==> src/rtl/match_controller_pkg.sv <==
// Shared constants for the Pong match sequencer: state encodings, score display offsets
// and the saturating score increment.
package match_controller_pkg;

  localparam logic [2:0] MS_IDLE      = 3'd0;
  localparam logic [2:0] MS_SERVE     = 3'd1;
  localparam logic [2:0] MS_PLAY      = 3'd2;
  localparam logic [2:0] MS_POINT     = 3'd3;
  localparam logic [2:0] MS_GAME_OVER = 3'd4;

  localparam logic [10:0] LEFT_SCORE_OFFSET  = 11'd200;
  localparam logic [10:0] RIGHT_SCORE_OFFSET = 11'd420;

  function automatic logic [2:0] sat_inc(input logic [2:0] s, input logic [2:0] lim);
    return (s >= lim) ? lim : s + 3'd1;
  endfunction

endpackage

==> src/rtl/match_controller_if.sv <==
// Match controller bus: frame/goal/start inputs and the score, display and ball-control outputs.
interface match_controller_if;
  logic       frame_tick;
  logic       start;
  logic       goal_left;
  logic       goal_right;
  logic [2:0] score_left;
  logic [2:0] score_right;
  logic       show_left;
  logic       show_right;
  logic       ball_reset;
  logic       serve_dir;
  logic       game_over;
  logic       winner;

  modport master (
    output frame_tick, start, goal_left, goal_right,
    input  score_left, score_right, show_left, show_right,
           ball_reset, serve_dir, game_over, winner
  );

  modport slave (
    input  frame_tick, start, goal_left, goal_right,
    output score_left, score_right, show_left, show_right,
           ball_reset, serve_dir, game_over, winner
  );
endinterface

==> src/rtl/match_controller_frame_delay.sv <==
// 8-bit frame_tick counter: done pulses on the limit-th tick and the count restarts from 0.
module match_controller_frame_delay (
  input  logic       clk,
  input  logic       reset,
  input  logic       clear,
  input  logic       tick,
  input  logic [7:0] limit,
  output logic       done
);
  logic [7:0] count;

  // done is independent of clear so callers may derive clear from done
  assign done = tick && (count == limit - 8'd1);

  always_ff @(posedge clk or posedge reset) begin
    if (reset)
      count <= '0;
    else if (clear || done)
      count <= '0;
    else if (tick)
      count <= count + 8'd1;
  end
endmodule

==> src/rtl/match_controller.sv <==
// Pong match sequencer: owns both scores and sequences IDLE/SERVE/PLAY/POINT/GAME_OVER,
// timing every hold period in frames.
module match_controller
  import match_controller_pkg::*;
#(
  parameter int WIN_SCORE    = 7,
  parameter int SERVE_FRAMES = 60,
  parameter int POINT_FRAMES = 90,
  parameter int BLINK_FRAMES = 30
) (
  input logic               clk,
  input logic               reset,
  match_controller_if.slave bus
);
  localparam logic [2:0] WIN = 3'(WIN_SCORE);

  logic [2:0] state;
  logic [2:0] score_l, score_r;
  logic       show_l, show_r, ball_rst, sdir, gover, win_r;
  logic       goal_any;
  logic       delay_tick, delay_clear, delay_done;
  logic       blink_tick, blink_clear, blink_done;
  logic [7:0] delay_limit;

  always_comb begin
    goal_any    = bus.goal_left | bus.goal_right;
    delay_tick  = bus.frame_tick && (state == MS_SERVE || state == MS_POINT);
    delay_limit = (state == MS_POINT) ? 8'(POINT_FRAMES) : 8'(SERVE_FRAMES);
    blink_tick  = bus.frame_tick && (state == MS_GAME_OVER);
    blink_clear = (state != MS_GAME_OVER);
    delay_clear = 1'b0;
    case (state)
      MS_IDLE, MS_GAME_OVER: delay_clear = bus.start;
      MS_SERVE, MS_POINT:    delay_clear = delay_done;
      MS_PLAY:               delay_clear = goal_any;
      default:               delay_clear = 1'b1;
    endcase
  end

  match_controller_frame_delay u_delay (
    .clk   (clk),
    .reset (reset),
    .clear (delay_clear),
    .tick  (delay_tick),
    .limit (delay_limit),
    .done  (delay_done)
  );

  match_controller_frame_delay u_blink (
    .clk   (clk),
    .reset (reset),
    .clear (blink_clear),
    .tick  (blink_tick),
    .limit (8'(BLINK_FRAMES)),
    .done  (blink_done)
  );

  always_ff @(posedge clk or posedge reset) begin
    if (reset) begin
      state    <= MS_IDLE;
      score_l  <= '0;
      score_r  <= '0;
      show_l   <= 1'b1;
      show_r   <= 1'b1;
      ball_rst <= 1'b1;
      sdir     <= 1'b0;
      gover    <= 1'b0;
      win_r    <= 1'b0;
    end else begin
      case (state)
        MS_IDLE: begin
          ball_rst <= 1'b1;
          if (bus.start) begin
            state   <= MS_SERVE;
            score_l <= '0;
            score_r <= '0;
          end
        end
        MS_SERVE: begin
          if (delay_done) begin
            state    <= MS_PLAY;
            ball_rst <= 1'b0;
          end
        end
        MS_PLAY: begin
          if (goal_any) begin
            state    <= MS_POINT;
            ball_rst <= 1'b1;
            // simultaneous goals cancel: no score, serve direction kept
            if (bus.goal_right && !bus.goal_left) begin
              score_l <= sat_inc(score_l, WIN);
              sdir    <= 1'b1;
            end else if (bus.goal_left && !bus.goal_right) begin
              score_r <= sat_inc(score_r, WIN);
              sdir    <= 1'b0;
            end
          end
        end
        MS_POINT: begin
          if (delay_done) begin
            if (score_l == WIN || score_r == WIN) begin
              state  <= MS_GAME_OVER;
              gover  <= 1'b1;
              win_r  <= (score_r == WIN);
              show_r <= (score_r != WIN);
              show_l <= (score_r == WIN);
            end else begin
              state <= MS_SERVE;
            end
          end
        end
        MS_GAME_OVER: begin
          if (bus.start) begin
            state  <= MS_IDLE;
            gover  <= 1'b0;
            show_l <= 1'b1;
            show_r <= 1'b1;
          end else if (blink_done) begin
            if (win_r) show_r <= ~show_r;
            else       show_l <= ~show_l;
          end
        end
        default: state <= MS_IDLE;
      endcase
    end
  end

  assign bus.score_left  = score_l;
  assign bus.score_right = score_r;
  assign bus.show_left   = show_l;
  assign bus.show_right  = show_r;
  assign bus.ball_reset  = ball_rst;
  assign bus.serve_dir   = sdir;
  assign bus.game_over   = gover;
  assign bus.winner      = win_r;
endmodule

==> src/flat_wrapper.sv <==
// flat-port wrapper written by rule: the top's interface ports become plain ports
module match_controller_flat import match_controller_pkg::*;
#(
  parameter int WIN_SCORE    = 7,
  parameter int SERVE_FRAMES = 60,
  parameter int POINT_FRAMES = 90,
  parameter int BLINK_FRAMES = 30
)
  (clk, reset, bus_frame_tick, bus_start, bus_goal_left, bus_goal_right, bus_score_left, bus_score_right, bus_show_left, bus_show_right, bus_ball_reset, bus_serve_dir, bus_game_over, bus_winner);
  match_controller_if bus_i ();
  input logic clk;
  input logic reset;
  input wire logic [$bits(bus_i.frame_tick)-1:0] bus_frame_tick;
  input wire logic [$bits(bus_i.start)-1:0] bus_start;
  input wire logic [$bits(bus_i.goal_left)-1:0] bus_goal_left;
  input wire logic [$bits(bus_i.goal_right)-1:0] bus_goal_right;
  output wire logic [$bits(bus_i.score_left)-1:0] bus_score_left;
  output wire logic [$bits(bus_i.score_right)-1:0] bus_score_right;
  output wire logic [$bits(bus_i.show_left)-1:0] bus_show_left;
  output wire logic [$bits(bus_i.show_right)-1:0] bus_show_right;
  output wire logic [$bits(bus_i.ball_reset)-1:0] bus_ball_reset;
  output wire logic [$bits(bus_i.serve_dir)-1:0] bus_serve_dir;
  output wire logic [$bits(bus_i.game_over)-1:0] bus_game_over;
  output wire logic [$bits(bus_i.winner)-1:0] bus_winner;
  assign bus_i.frame_tick = bus_frame_tick;
  assign bus_i.start = bus_start;
  assign bus_i.goal_left = bus_goal_left;
  assign bus_i.goal_right = bus_goal_right;
  assign bus_score_left = bus_i.score_left;
  assign bus_score_right = bus_i.score_right;
  assign bus_show_left = bus_i.show_left;
  assign bus_show_right = bus_i.show_right;
  assign bus_ball_reset = bus_i.ball_reset;
  assign bus_serve_dir = bus_i.serve_dir;
  assign bus_game_over = bus_i.game_over;
  assign bus_winner = bus_i.winner;
  match_controller #(.WIN_SCORE(WIN_SCORE), .SERVE_FRAMES(SERVE_FRAMES), .POINT_FRAMES(POINT_FRAMES), .BLINK_FRAMES(BLINK_FRAMES)) u_core (.clk(clk), .reset(reset), .bus(bus_i));
endmodule
==> config.mk <==
export PLATFORM = sky130hd
export DESIGN_NAME = match_controller_flat
export DESIGN_NICKNAME = d
export VERILOG_FILES = /design/src/rtl/match_controller_pkg.sv /design/src/rtl/match_controller_if.sv /design/src/rtl/match_controller_frame_delay.sv /design/src/rtl/match_controller.sv /design/src/flat_wrapper.sv
export SDC_FILE = /design/constraint.sdc
export NUM_CORES = 1
export LEC_CHECK = 0
export CAP_MARGIN = 20
export CORE_MARGIN = 2
export CORE_UTILIZATION = 61
export DETAILED_ROUTE_END_ITERATION = 7
export PLACE_DENSITY = 0.89
export SLEW_MARGIN = 30
export SYNTH_ARGS = -nofsm -noshare
export SYNTH_HDL_FRONTEND = slang
export SYNTH_SLANG_ARGS = --single-unit
==> constraint.sdc <==
create_clock -name clk -period 4.73 [get_ports clk]
set_clock_uncertainty 0.2 [all_clocks]
set_input_delay 0.946 -clock clk [delete_from_list [all_inputs] [get_ports clk]]
set_output_delay 0.946 -clock clk [all_outputs]
set_load 0.05 [all_outputs]
# --- Word-level counts from Yosys, hierarchy flattened ---
# Cells that the tools add are included.
op_classes:
  muxes: 43
  n_reduce_logical: 30
  eq_ne: 22
  n_addsub: 5
  n_bitwise: 3
  magnitude_cmp: 2
op_table:
  columns: ["cell", "count"]
  rows:
  - ["$mux W3", 13]
  - ["$mux W8", 4]
  - ["$reduce_and A5 Y1", 4]
  - ["$mux W1", 17]
  - ["$add A8 B1 Y8 const B", 2]
  - ["$pmux W3 S5", 1]
  - ["$ne A3 B3 Y1 const B", 4]
  - ["$pmux W3 S2", 2]
  - ["$ne A2 B1 Y1 const B", 5]
  - ["$reduce_bool A2 Y1", 5]
  - ["$eq A3 B3 Y1 const B", 3]
  - ["$reduce_and A3 Y1", 3]
  - ["$eq A8 B5 Y1 const B", 1]
  - ["$eq A8 B8 Y1", 1]
  - ["$ne A2 B2 Y1 const B", 4]
  - ["$reduce_and A4 Y1", 2]
  - ["$sub A8 B1 Y8 const B", 1]
  - ["$mux W7", 1]
  - ["$add A3 B1 Y3 const B", 2]
  - ["$eq A3 B2 Y1 const B", 2]
  - ["$ge A3 B3 Y1 const B", 2]
  - ["$logic_and A1 B1 Y1", 6]
  - ["$pmux W1 S2", 3]
  - ["$pmux W1 S3", 2]
  - ["9 further kinds", 15]
word_totals:
  wordCells: 116
  in_bits: 6
  output_inout_bits: 12
  register_bits: 31

# --- Logic depth before layout (Yosys ltp) ---
# Gate-level depths: netlist of run 1.
depth:
  word_depth: 8
  ltp_mapped: 6
  ltp_nobuf: 6

# --- Cells and area by module ---
# Synthesis of run 1 repeated with hierarchy kept, for this count alone.
unflattened:
  cells_unflattened: 241
  area_unflattened_um2: 2233.4
by_module_without_submodules:
  columns: ["module", "cells_each", "seq_area_each_um2", "instances", "area_each_um2"]
  rows:
  - ["match_controller_frame_delay", 67, 200.2, 2, 608.1]
  - ["match_controller", 107, 379.1, 1, 1017.2]

# --- Worst setup path before layout of run 1 ---
# Ideal clock, no wire load.
synth_timing:
  path_kind: "input to register"
  from: "input port bus_frame_tick"
  to: "register u_core.show_l, in the netlist u_core.bus.show_left"
  path_slack_ns: 2.343
  path_stages: 5
  arrival_time_ns: 2.102
  path_buffers: 1
  path_cell_list: "clkbuf_1 > inv_1 > nor4_4 > o221ai_1 > mux2_1"
synth_between:
  elab_chain_cells: 4
  word_cells_on_any_way: 7
  cone_classes: "2 x eq/ne; 5 x reduce/logical"
synth_rtl:
  columns: ["item", "line_no", "rtl"]
  rows:
  - ["from (decl)", "flat_wrapper.sv:13", "input wire logic [$bits(bus_i.frame_tick)-1:0] bus_frame_tick;"]
  - ["$logic_and A1 B1 Y1, on equally long branches", "match_controller.sv:29, match_controller.sv:27", null]
  - ["$logic_and A1 B1 Y1", "match_controller_frame_delay.sv:13", "assign done = tick && (count == limit - 8'd1);"]
  - ["$ne A3 B3 Y1 (no line) / $ne A2 B1 Y1 (equally long branches)", null, null]
  - ["$reduce_and A5 Y1 (no line) *", null, null]
  - ["to (signal assigned)", "match_controller.sv:106", "show_l <= (score_r == WIN);"]
  - ["to (signal assigned)", "match_controller.sv:120", "else show_l <= ~show_l;"]
  - ["to (decl)", "match_controller.sv:19", "logic show_l, show_r, ball_rst, sdir, gover, win_r;"]
# Mark *: on every way between the ends. The rest lies on a longest branch, timed or not.
# A chain may end at the register's enable or synchronous reset.

# --- Worst setup path after layout of run 1 ---
# Same ends and word-level chain as after synthesis.

==> results of run 1 <==
==> critical path: stages <==
cell             delay [ns]
clkdlybuf4s50_1        0.68
nor4bb_1               0.47
nor4b_4                0.42
o221ai_1               0.20
mux2_1                 0.35
==> power breakdown <==
group / switching [mW] / internal [mW] / leakage, nW
Combinational: 0.0501 / 0.0391 / 0.442
Sequential: 0.0324 / 0.287 / 0.413
Clock: 0.0951 / 0.125 / 0.0482
Total: 0.178 / 0.451 / 0.903
==> final timing paths <==
| kind | slack (ns) | depth (start not counted) | startpoint | to |
|---|---|---|---|---|
| setup / recovery | 1.73 | 5 | bus_frame_tick | u_core.bus.show_left |
| hold / removal | 0.34 | 1 | u_core.bus.serve_dir | u_core.bus.serve_dir |
| setup reg to reg | 2.43 | 4 | u_core.state[1] | u_core.bus.show_left |
| hold reg to reg | 0.34 | 1 | u_core.bus.serve_dir | u_core.bus.serve_dir |
| max in group asynchronous | 2.96 | 3 | reset | u_core.bus.ball_reset |
| min in group asynchronous | 0.70 | 2 | reset | u_core.u_blink.count[2] |
==> metal layers <==
metal	part of all wire	up-vias	global-route usage	routed length [um]
met5	0	-	0	0
met4	0.014	0	0.0909	53
met3	0.047	7	0.0546	185
met2	0.50	46	0.394	1950
met1	0.44	725	0.331	1710
li1	-	708	-	-
==> logic make-up after synthesis <==
logic type,Yosys count,share of synthesized area
compound gates,36,0.126
xor+xnor,12,0.0565
fa+ha+maj,10,0.0672
buf+inv,16,0.0417
flops,31,0.419
mux,7,0.0423
simple gates,77,0.248
==> area by class of cell <==
type                            instances  area (um2)  area share
Clock buffer                            6        51.3      0.0242
Clock inverter                          2        35.0      0.0165
Inverter                                9        33.8      0.0159
Multi-Input combinational cell        142        1000       0.473
Sequential cell                        31         779       0.367
Tap cell                               33        41.3      0.0194
Timing Repair Buffer                   18         178      0.0837
==> through the flow <==
step	std cells	setup WS, ns	area, um2	utilization
after floorplan	189	2.34	1860	-
after global placement	233	1.55	2040	0.684
after detailed placement	233	1.39	2040	0.684
after CTS	241	1.72	2120	0.713
after global routing	241	1.54	2120	0.713
final	241	1.73	2120	0.713
==> state kept, by name, indices dropped and copies added, names as in the netlist <==
| register | count |
|---|---|
| u_core.u_blink.count | 8 |
| u_core.u_delay.count | 8 |
| u_core.bus.score_left | 3 |
| u_core.bus.score_right | 3 |
| u_core.state | 3 |
| u_core.bus.ball_reset | 1 |
| u_core.bus.game_over | 1 |
| u_core.bus.serve_dir | 1 |
| u_core.bus.show_left | 1 |
| u_core.bus.show_right | 1 |
| u_core.bus.winner | 1 |
==> cells in the final DEF (no fill, tap or decap), drive strengths merged, types with 7 or more instances in the layout <==
cell,n
dfrtp,28
nor2,22
clkdlybuf4s50,17
nand2,15
o21ai,13
ha,10
inv,9
xor2,8
a21oi,8
mux2,7
==> synthesized netlist by cell type, drive strengths merged (3+ instances only) <==
cell type,n,area [um2]
dfrtp,28,701
nor2,22,82.6
nand2,15,56.3
o21ai,13,68.8
ha,10,125
inv,9,33.8
a21oi,8,40.0
xor2,8,70.1
mux2,7,78.8
nand3b,6,45.0
nand4,5,31.3
nor3,5,25.0
buf,4,32.5
xnor2,4,35.0
clkbuf,3,11.3
dfstp,3,78.8
nor2b,3,18.8
or3b,3,31.3
==> out/qor.csv, run 1 <==
stage,metric,value,unit
final_layout,number of fill cells in the layout,214,
global_route,grt ovf,0,
critical_path,CP required,4.80,ns
placed_design,dpl hpwl,2.82,mm
clock_tree,CTS Buffer Depth,2,
timing,count of pins over their slew limit,0,
timing,Final setup viols,0,
clock_tree,Clock Latency Late Sink,0.33,ns
critical_path,startpoint types,input pin,
floorplan,die area,3510,um2
timing,Slew Limit Headroom,0.646,
drt,DR vias/cell,6.17,
synthesis,ys flop type,dfrtp_1,
clock_tree,clock slew at reported path FFs,0.10,ns
floorplan,die boundary width,59.2,um
drt,Detailed Routing Iterations Pass 1,4,
synthesis,Post-Syn Nets,205,
timing,final critical-path required period,3.00,ns
global_route,first-pass GRT wire length,6.53,mm
global_route,vias in the first global route,1438,
synthesis,mapped cell area,1860,um2
final_layout,area growth from synthesis to layout,14.0,%
synthesis,"EDFF count, synth",0,
global_route,initial antenna violation count,0,
critical_path,CP Capture Type,register,
clock_tree,CTS hold repair buffers,0,
critical_path,crit path kind,in -> reg,
floorplan,Vert. Die Dim,59.2,um
global_route,global-route usage over all layers,0.248,
timing,worst-margin pin slew,0.531,ns
timing,final hold vios,0,
timing,RSZ-0062 raised after global routing,false,
floorplan,I/O pin total,18,
synthesis,post-synthesis sequential area ratio,0.419,
clock_tree,CTS resizes,0,
run_status,run status,"complete, no violations",
placed_design,PortBufs,17,
clock_tree,clock root buffer,clkbuf_4,
clock_tree,TritonCTS sink count,31,
critical_path,data arrival time of the worst path,3.07,ns
final_layout,share of cells above drive strength 1,0.125,
clock_tree,CTS tree,built,
timing,Hold WS,0.343,ns
synthesis,Mapped Cells,189,
global_route,largest net degree at the start of global routing,22,
clock_tree,Setup Buffers After CTS,0,
pwr,total power,0.628,mW
pwr,total power per unit cell area,296,nW/um2
worst_hold_path,HP Class,reg -> reg,
final_layout,Ant. Diodes,0,
drt,WL/cell,16.2,um
synthesis,Syn. warnings,0,
timing,Setup TNS,0,ns
synthesis,Yosys cell types,49,
drt,Detailed Route WL,3.90,mm
drt,1st-iter DRT viols,91,
timing,Final period util,0.634,
pwr,VDD IR max,0.000180,V
drt,Via Count,1486,
critical_path,worst-path maximum fanout,12,
drt,Final ANT Viol Nets,0,
timing,Achievable Freq,334,MHz
clock_tree,Num CTS Buffers,5,
run,maxcap violations,0,
pwr,Lkg Pwr,0.903,nW
drt,DRC viols,0,
floorplan,total core area,2980,um2
final_layout,# nets final,223,
synthesis,Syn Area/Cell,9.85,um2
floorplan,Rows,20,
floorplan,Initial Util,0.625,
clock_tree,H-tree depth,2,
synthesis,"FFs w/ async S/R, synth",1.00,
placed_design,gpl congestion,0.923,
synthesis,Yosys reg bits,31,
(Power assumes the default switching activity.)
==> run 2, diff against run 1 <==
--- a/config.mk
+++ b/config.mk
@@ -7,9 +7,9 @@
 export LEC_CHECK = 0
 export CAP_MARGIN = 20
 export CORE_MARGIN = 2
-export CORE_UTILIZATION = 61
+export CORE_UTILIZATION = 51
 export DETAILED_ROUTE_END_ITERATION = 7
-export PLACE_DENSITY = 0.89
+export PLACE_DENSITY = 0.8
 export SLEW_MARGIN = 30
 export SYNTH_ARGS = -nofsm -noshare
 export SYNTH_HDL_FRONTEND = slang
==> constraint.sdc (replaced) <==
create_clock -name clk -period 2.5 [get_ports clk]
set_clock_uncertainty 0.2 [all_clocks]
set_input_delay 0.5 -clock clk [delete_from_list [all_inputs] [get_ports clk]]
set_output_delay 0.5 -clock clk [all_outputs]
set_load 0.05 [all_outputs]
==> out/qor.csv, run 2 (same netlist as run 1, synthesis figures left out) <==
stage,metric,value,unit,change
run_status,run status,"complete, no violations",,unchanged
timing,Achievable Freq,418,MHz,
clock_tree,Clock Latency Late Sink,0.34,ns,was 0.33 ns
critical_path,worst path cell trace,clkdlybuf4s50_1,,was clkdlybuf4s50_1 -> nor4bb_1 -> nor4b_4 -> o221ai_1 -> mux2_1
worst_hold_path,HP Class,in -> async,,was reg -> reg
clock_tree,clock root buffer,clkbuf_4,,unchanged
timing,final hold vios,0,,unchanged
drt,Detailed Routing Iterations Pass 1,4,,unchanged
floorplan,die boundary width,64.4,um,was 59.2 um
timing,RSZ-0062 raised after global routing,false,,unchanged
floorplan,Vert. Die Dim,64.4,um,was 59.2 um
run,maxcap violations,0,,unchanged
pwr,total power per unit cell area,543,nW/um2,was 296 nW/um2
floorplan,die area,4150,um2,was 3510 um2
drt,Met3 Routed Length,138,um,was 185 um
critical_path,startpoint types,register,,was input pin
pwr,total power,1.20,mW,was 0.628 mW
critical_path,Reg2Reg Setup Slack,0.30,ns,was 2.43 ns
final_layout,"commonest non-fill, non-tap cells in the layout","dfrtp_1, nor2_1, clkdlybuf4s50_1",,unchanged
clock_tree,Setup Buffers After CTS,0,,unchanged
global_route,first-pass GRT wire length,6.73,mm,was 6.53 mm
global_route,vias in the first global route,1529,,"was 1,438"
clock_tree,clock slew at reported path FFs,0.10,ns,about the same
floorplan,total core area,3420,um2,was 2980 um2
clock_tree,H-tree depth,2,,unchanged
timing,Slew Limit Headroom,0.595,,was 0.646
clock_tree,Num CTS Buffers,5,,unchanged
pwr,VDD IR max,0.000432,V,was 0.000180 V
final_layout,area growth from synthesis to layout,18.5,%,was 14.0%
placed_design,PortBufs,17,,unchanged
final_layout,Largest regs,"u_core.u_blink.count: 8 flops, u_core.u_delay.count: 8 flops",,unchanged
final_layout,number of fill cells in the layout,296,,was 214
clock_tree,CTS resizes,0,,unchanged
timing,count of pins over their slew limit,0,,unchanged
critical_path,CP required,1.80,ns,was 4.80 ns
critical_path,Worst path max stage delay,0.80,ns,was 0.68 ns
critical_path,data arrival time of the worst path,1.69,ns,was 3.07 ns
drt,Detailed Route WL,3.81,mm,was 3.90 mm
global_route,global-route usage over all layers,0.208,,was 0.248
drt,DRC viols,0,,unchanged
drt,WL/cell,14.5,um,was 16.2 um
clock_tree,CTS Buffer Depth,2,,unchanged
global_route,initial antenna violation count,0,,unchanged
critical_path,worst path bufs/invs,1,,unchanged
timing,Final period util,0.958,,
critical_path,worst-path maximum fanout,2,,was 12
drt,1st-iter DRT viols,45,,was 91
drt,met1 wire length,1.70,mm,was 1.71 mm
drt,Top Layer Used,met4,,unchanged
critical_path,top cell family by delay on the critical path,buffers and inverters,,was simple AND/OR/NAND/NOR gates
pwr,Lkg Pwr,0.948,nW,was 0.903 nW
global_route,grt ovf,0,,unchanged
final_layout,# nets final,232,,was 223
floorplan,Initial Util,0.545,,was 0.625
drt,met2 WL,1.89,mm,was 1.95 mm
global_route,largest net degree at the start of global routing,16,,was 22
final_layout,end-of-flow core utilization,0.646,,was 0.713
floorplan,I/O pin total,18,,unchanged
critical_path,"Slowest-stage cell, CP",clkdlybuf4s50_1,,unchanged
final_layout,Ant. Diodes,0,,unchanged
placed_design,gpl congestion,0.824,,was 0.923
drt,DR vias/cell,5.74,,was 6.17
clock_tree,CTS hold repair buffers,0,,unchanged
placed_design,dpl hpwl,2.82,mm,about the same
final_layout,share of cells above drive strength 1,0.161,,was 0.125
timing,final critical-path required period,2.39,ns,
clock_tree,TritonCTS sink count,31,,unchanged
drt,Final ANT Viol Nets,0,,unchanged
critical_path,crit path kind,reg -> out,,was in -> reg
critical_path,CP Capture Type,output port,,was register
final_layout,"most common cell after layout, fill and taps aside",dfrtp_1,,unchanged
clock_tree,CTS tree,built,,unchanged
floorplan,Rows,21,,was 20
timing,worst-margin pin slew,0.606,ns,was 0.531 ns
drt,Via Count,1510,,"was 1,486"
timing,Final setup viols,0,,unchanged
-- run 2: cell count changes in the layout (fill, tap and decap cells not counted), sizes merged --
cell and delta:
buf +9
-- run 2: worst paths after layout --
kind / cells past startpoint / start / to
min in group clk: 1 / u_core.bus.serve_dir / u_core.bus.serve_dir
max in group asynchronous: 3 / reset / u_core.u_delay.count[4]
worst max register to register: 6 / u_core.u_blink.count[1] / u_core.u_blink.count[5]
worst min-delay path: 2 / reset / u_core.bus.winner
worst min register to register: 1 / u_core.bus.serve_dir / u_core.bus.serve_dir
worst max-delay path: 1 / u_core.bus.ball_reset / bus_ball_reset
-- run 2: where the power goes --
part	internal [mW]	switching, mW	leakage [nW]
logic	0.0828	0.0957	0.487
registers	0.543	0.0572	0.413
clock network	0.236	0.184	0.0482
total	0.862	0.336	0.948
-- run 2: cell type report --
cell class                 count  area [um2]  area share
clock buffer                   6        51.3      0.0232
clock inverter                 2        35.0      0.0159
inverter                       9        33.8      0.0153
multi-input combinational    142        1000       0.455
sequential                    31         779       0.353
tap                           46        57.6      0.0261
timing repair buffer          27         245       0.111
-- run 2: metal layers --
layer / vias to the layer above / track usage
li1: 731 / -
met1: 738 / 0.244
met2: 30 / 0.368
met3: 11 / 0.0451
met4: 0 / 0.0824
met5: - / 0
-- run 2: stage by stage --
| stage | instances | cell area, um2 | setup WS [ns] | TNS [ns] | hold WS, ns |
|---|---|---|---|---|---|
| 6_report | 263 | 2210 | 0.106 | 0 | 0.328 |
| 2_1_floorplan | 189 | 1860 | 0.257 | 0 | 0.296 |
| 3_5_place_dp | 255 | 2120 | -0.0969 | -0.261 | 0.316 |
| 3_3_place_gp | 255 | 2120 | 0.0126 | 0 | 0.295 |
| 5_1_grt | 263 | 2210 | 0.0692 | 0 | 0.360 |
| 4_1_cts | 263 | 2210 | 0.0971 | 0 | 0.339 |
==> run 3, diff against run 2 <==
--- a/config.mk
+++ b/config.mk
@@ -6,10 +6,12 @@
 export NUM_CORES = 1
 export LEC_CHECK = 0
 export CAP_MARGIN = 20
+export CELL_PAD_IN_SITES_DETAIL_PLACEMENT = 0
+export CELL_PAD_IN_SITES_GLOBAL_PLACEMENT = 1
 export CORE_MARGIN = 2
-export CORE_UTILIZATION = 51
+export CORE_UTILIZATION = 40
 export DETAILED_ROUTE_END_ITERATION = 7
-export PLACE_DENSITY = 0.8
+export PLACE_DENSITY = 0.84
 export SLEW_MARGIN = 30
 export SYNTH_ARGS = -nofsm -noshare
 export SYNTH_HDL_FRONTEND = slang
==> out/qor.csv, run 3 (same netlist as run 1, synthesis figures left out) <==
stage,metric,value,unit,change
global_route,largest net degree at the start of global routing,32,,was 16
drt,Via Count,1433,,"was 1,510"
clock_tree,CTS hold repair buffers,0,,unchanged
timing,RSZ-0062 raised after global routing,false,,unchanged
clock_tree,clock slew at reported path FFs,0.08,ns,was 0.10 ns
critical_path,CP Capture Type,output port,,unchanged
global_route,vias in the first global route,1396,,"was 1,529"
critical_path,"Slowest-stage cell, CP",clkdlybuf4s50_1,,unchanged
clock_tree,CTS Buffer Depth,2,,unchanged
critical_path,R2R Path Start,u_core.u_blink.count[1],,unchanged
placed_design,DP Cell Count,260,,was 255
drt,DRC viols,0,,unchanged
timing,Slew Limit Headroom,0.665,,was 0.595
timing,count of pins over their slew limit,0,,unchanged
floorplan,die boundary width,72.2,um,was 64.4 um
clock_tree,Clock Latency Late Sink,0.29,ns,was 0.34 ns
timing,final critical-path required period,2.33,ns,was 2.39 ns
placed_design,PortBufs,17,,unchanged
final_layout,Ant. Diodes,0,,unchanged
final_layout,area growth from synthesis to layout,21.2,%,was 18.5%
timing,Final period util,0.934,,was 0.958
timing,worst-margin pin slew,0.501,ns,was 0.606 ns
timing,Final setup viols,0,,unchanged
drt,Final ANT Viol Nets,0,,unchanged
worst_hold_path,HP Class,reg -> reg,,was in -> async
global_route,initial antenna violation count,0,,unchanged
final_layout,Largest regs,"u_core.u_blink.count: 8 flops, u_core.u_delay.count: 8 flops",,unchanged
global_route,grt ovf,0,,unchanged
final_layout,Final Non-Filler Cells,268,,was 263
floorplan,die area,5220,um2,was 4150 um2
run,maxcap violations,0,,unchanged
floorplan,Vert. Die Dim,72.2,um,was 64.4 um
critical_path,Worst path max stage delay,0.80,ns,about the same
pwr,total power per unit cell area,617,nW/um2,was 543 nW/um2
final_layout,"commonest non-fill, non-tap cells in the layout","dfrtp_1, nor2_1, clkdlybuf4s50_1",,unchanged
placed_design,gpl congestion,0.773,,was 0.824
final_layout,post-route cell area,2260,um2,was 2210 um2
run_status,run status,"complete, no violations",,unchanged
drt,DR vias/cell,5.35,,was 5.74
timing,final hold vios,0,,unchanged
pwr,VDD IR max,0.000452,V,was 0.000432 V
floorplan,Rows,24,,was 21
drt,WL/cell,13.3,um,was 14.5 um
clock_tree,clock root buffer,clkbuf_8,,was clkbuf_4
critical_path,data arrival time of the worst path,1.63,ns,was 1.69 ns
clock_tree,H-tree depth,2,,unchanged
final_layout,end-of-flow core utilization,0.511,,was 0.646
critical_path,crit path kind,reg -> out,,unchanged
clock_tree,TritonCTS sink count,31,,unchanged
clock_tree,Setup Buffers After CTS,0,,unchanged
worst_hold_path,hold path startpoint,u_core.bus.serve_dir,,
global_route,first-pass GRT wire length,6.42,mm,was 6.73 mm
placed_design,dpl hpwl,2.52,mm,was 2.82 mm
placed_design,area post-placement,2120,um2,unchanged
critical_path,Critical Path Start,u_core.bus.show_right,,was u_core.bus.ball_reset
critical_path,worst-path maximum fanout,3,,was 2
final_layout,"most common cell after layout, fill and taps aside",dfrtp_1,,unchanged
timing,Setup TNS,0,ns,unchanged
drt,Detailed Routing Iterations Pass 1,4,,unchanged
critical_path,worst path cell trace,clkdlybuf4s50_1,,unchanged
critical_path,startpoint types,register,,unchanged
final_layout,share of cells above drive strength 1,0.157,,was 0.161
drt,1st-iter DRT viols,56,,was 45
drt,Detailed Route WL,3.57,mm,was 3.81 mm
clock_tree,CTS resizes,0,,unchanged
floorplan,total core area,4410,um2,was 3420 um2
final_layout,# nets final,231,,was 232
timing,Achievable Freq,428,MHz,was 418 MHz
floorplan,I/O pin total,18,,unchanged
clock_tree,CTS tree,built,,unchanged
floorplan,Initial Util,0.422,,was 0.545
critical_path,top cell family by delay on the critical path,buffers and inverters,,unchanged
pwr,Lkg Pwr,0.960,nW,was 0.948 nW
critical_path,CP required,1.80,ns,about the same
critical_path,worst path bufs/invs,1,,unchanged
global_route,global-route usage over all layers,0.157,,was 0.208
clock_tree,Num CTS Buffers,5,,unchanged
-- run 3: changes by cell type in the layout (fill, tap and decap cells not counted) --
cell,change
buf_4,-1
bufinv_16,+1
clkinv_2,-1
clkbuf_8,+4
clkinvlp_4,+1
clkbuf_4,-5
-- run 3: routing by layer --
layer / GRT usage / vias to the layer above / part of all wire
met5: 0 / - / 0
met4: 0.0629 / 0 / 0.017
met3: 0.0389 / 8 / 0.043
met2: 0.235 / 20 / 0.45
met1: 0.216 / 681 / 0.49
li1: - / 724 / -
-- run 3: cell type report --
cell class,instances,area [um2]
inverters,9,33.8
well taps,52,65.1
clock inverters,3,67.6
flip-flops and latches,31,779
multi-input cells,142,1000
repair buffers,26,238
clock buffers,5,68.8
fillers,413,2160
-- run 3: worst paths after layout --
| check | to | slack [ns] | depth (start not counted) |
|---|---|---|---|
| max | bus_show_right | 0.17 | 1 |
| min | u_core.bus.serve_dir | 0.32 | 1 |
| max reg2reg | u_core.bus.show_left | 0.35 | 6 |
| min reg2reg | u_core.bus.serve_dir | 0.32 | 1 |
| max in group asynchronous | u_core.bus.ball_reset | 1.37 | 3 |
| min in group asynchronous | u_core.u_delay.count[7] | 0.39 | 3 |
-- run 3: stage by stage --
stage / hold WS (ns) / setup slack (ns) / total power [mW]
final: 0.322 / 0.166 / 1.39
after global routing: 0.355 / 0.115 / 1.46
after global placement: 0.298 / 0.0945 / 0.794
after CTS: 0.328 / 0.148 / 1.41
after floorplan: 0.296 / 0.257 / 0.727
after detailed placement: 0.307 / 0.0323 / 0.800
-- run 3: report_power, final --
part           switching [mW]  internal, mW  total [mW]
Combinational           0.103        0.0897       0.193
Sequential             0.0544         0.543       0.597
Clock                   0.204         0.398       0.602
Total                   0.362          1.03        1.39
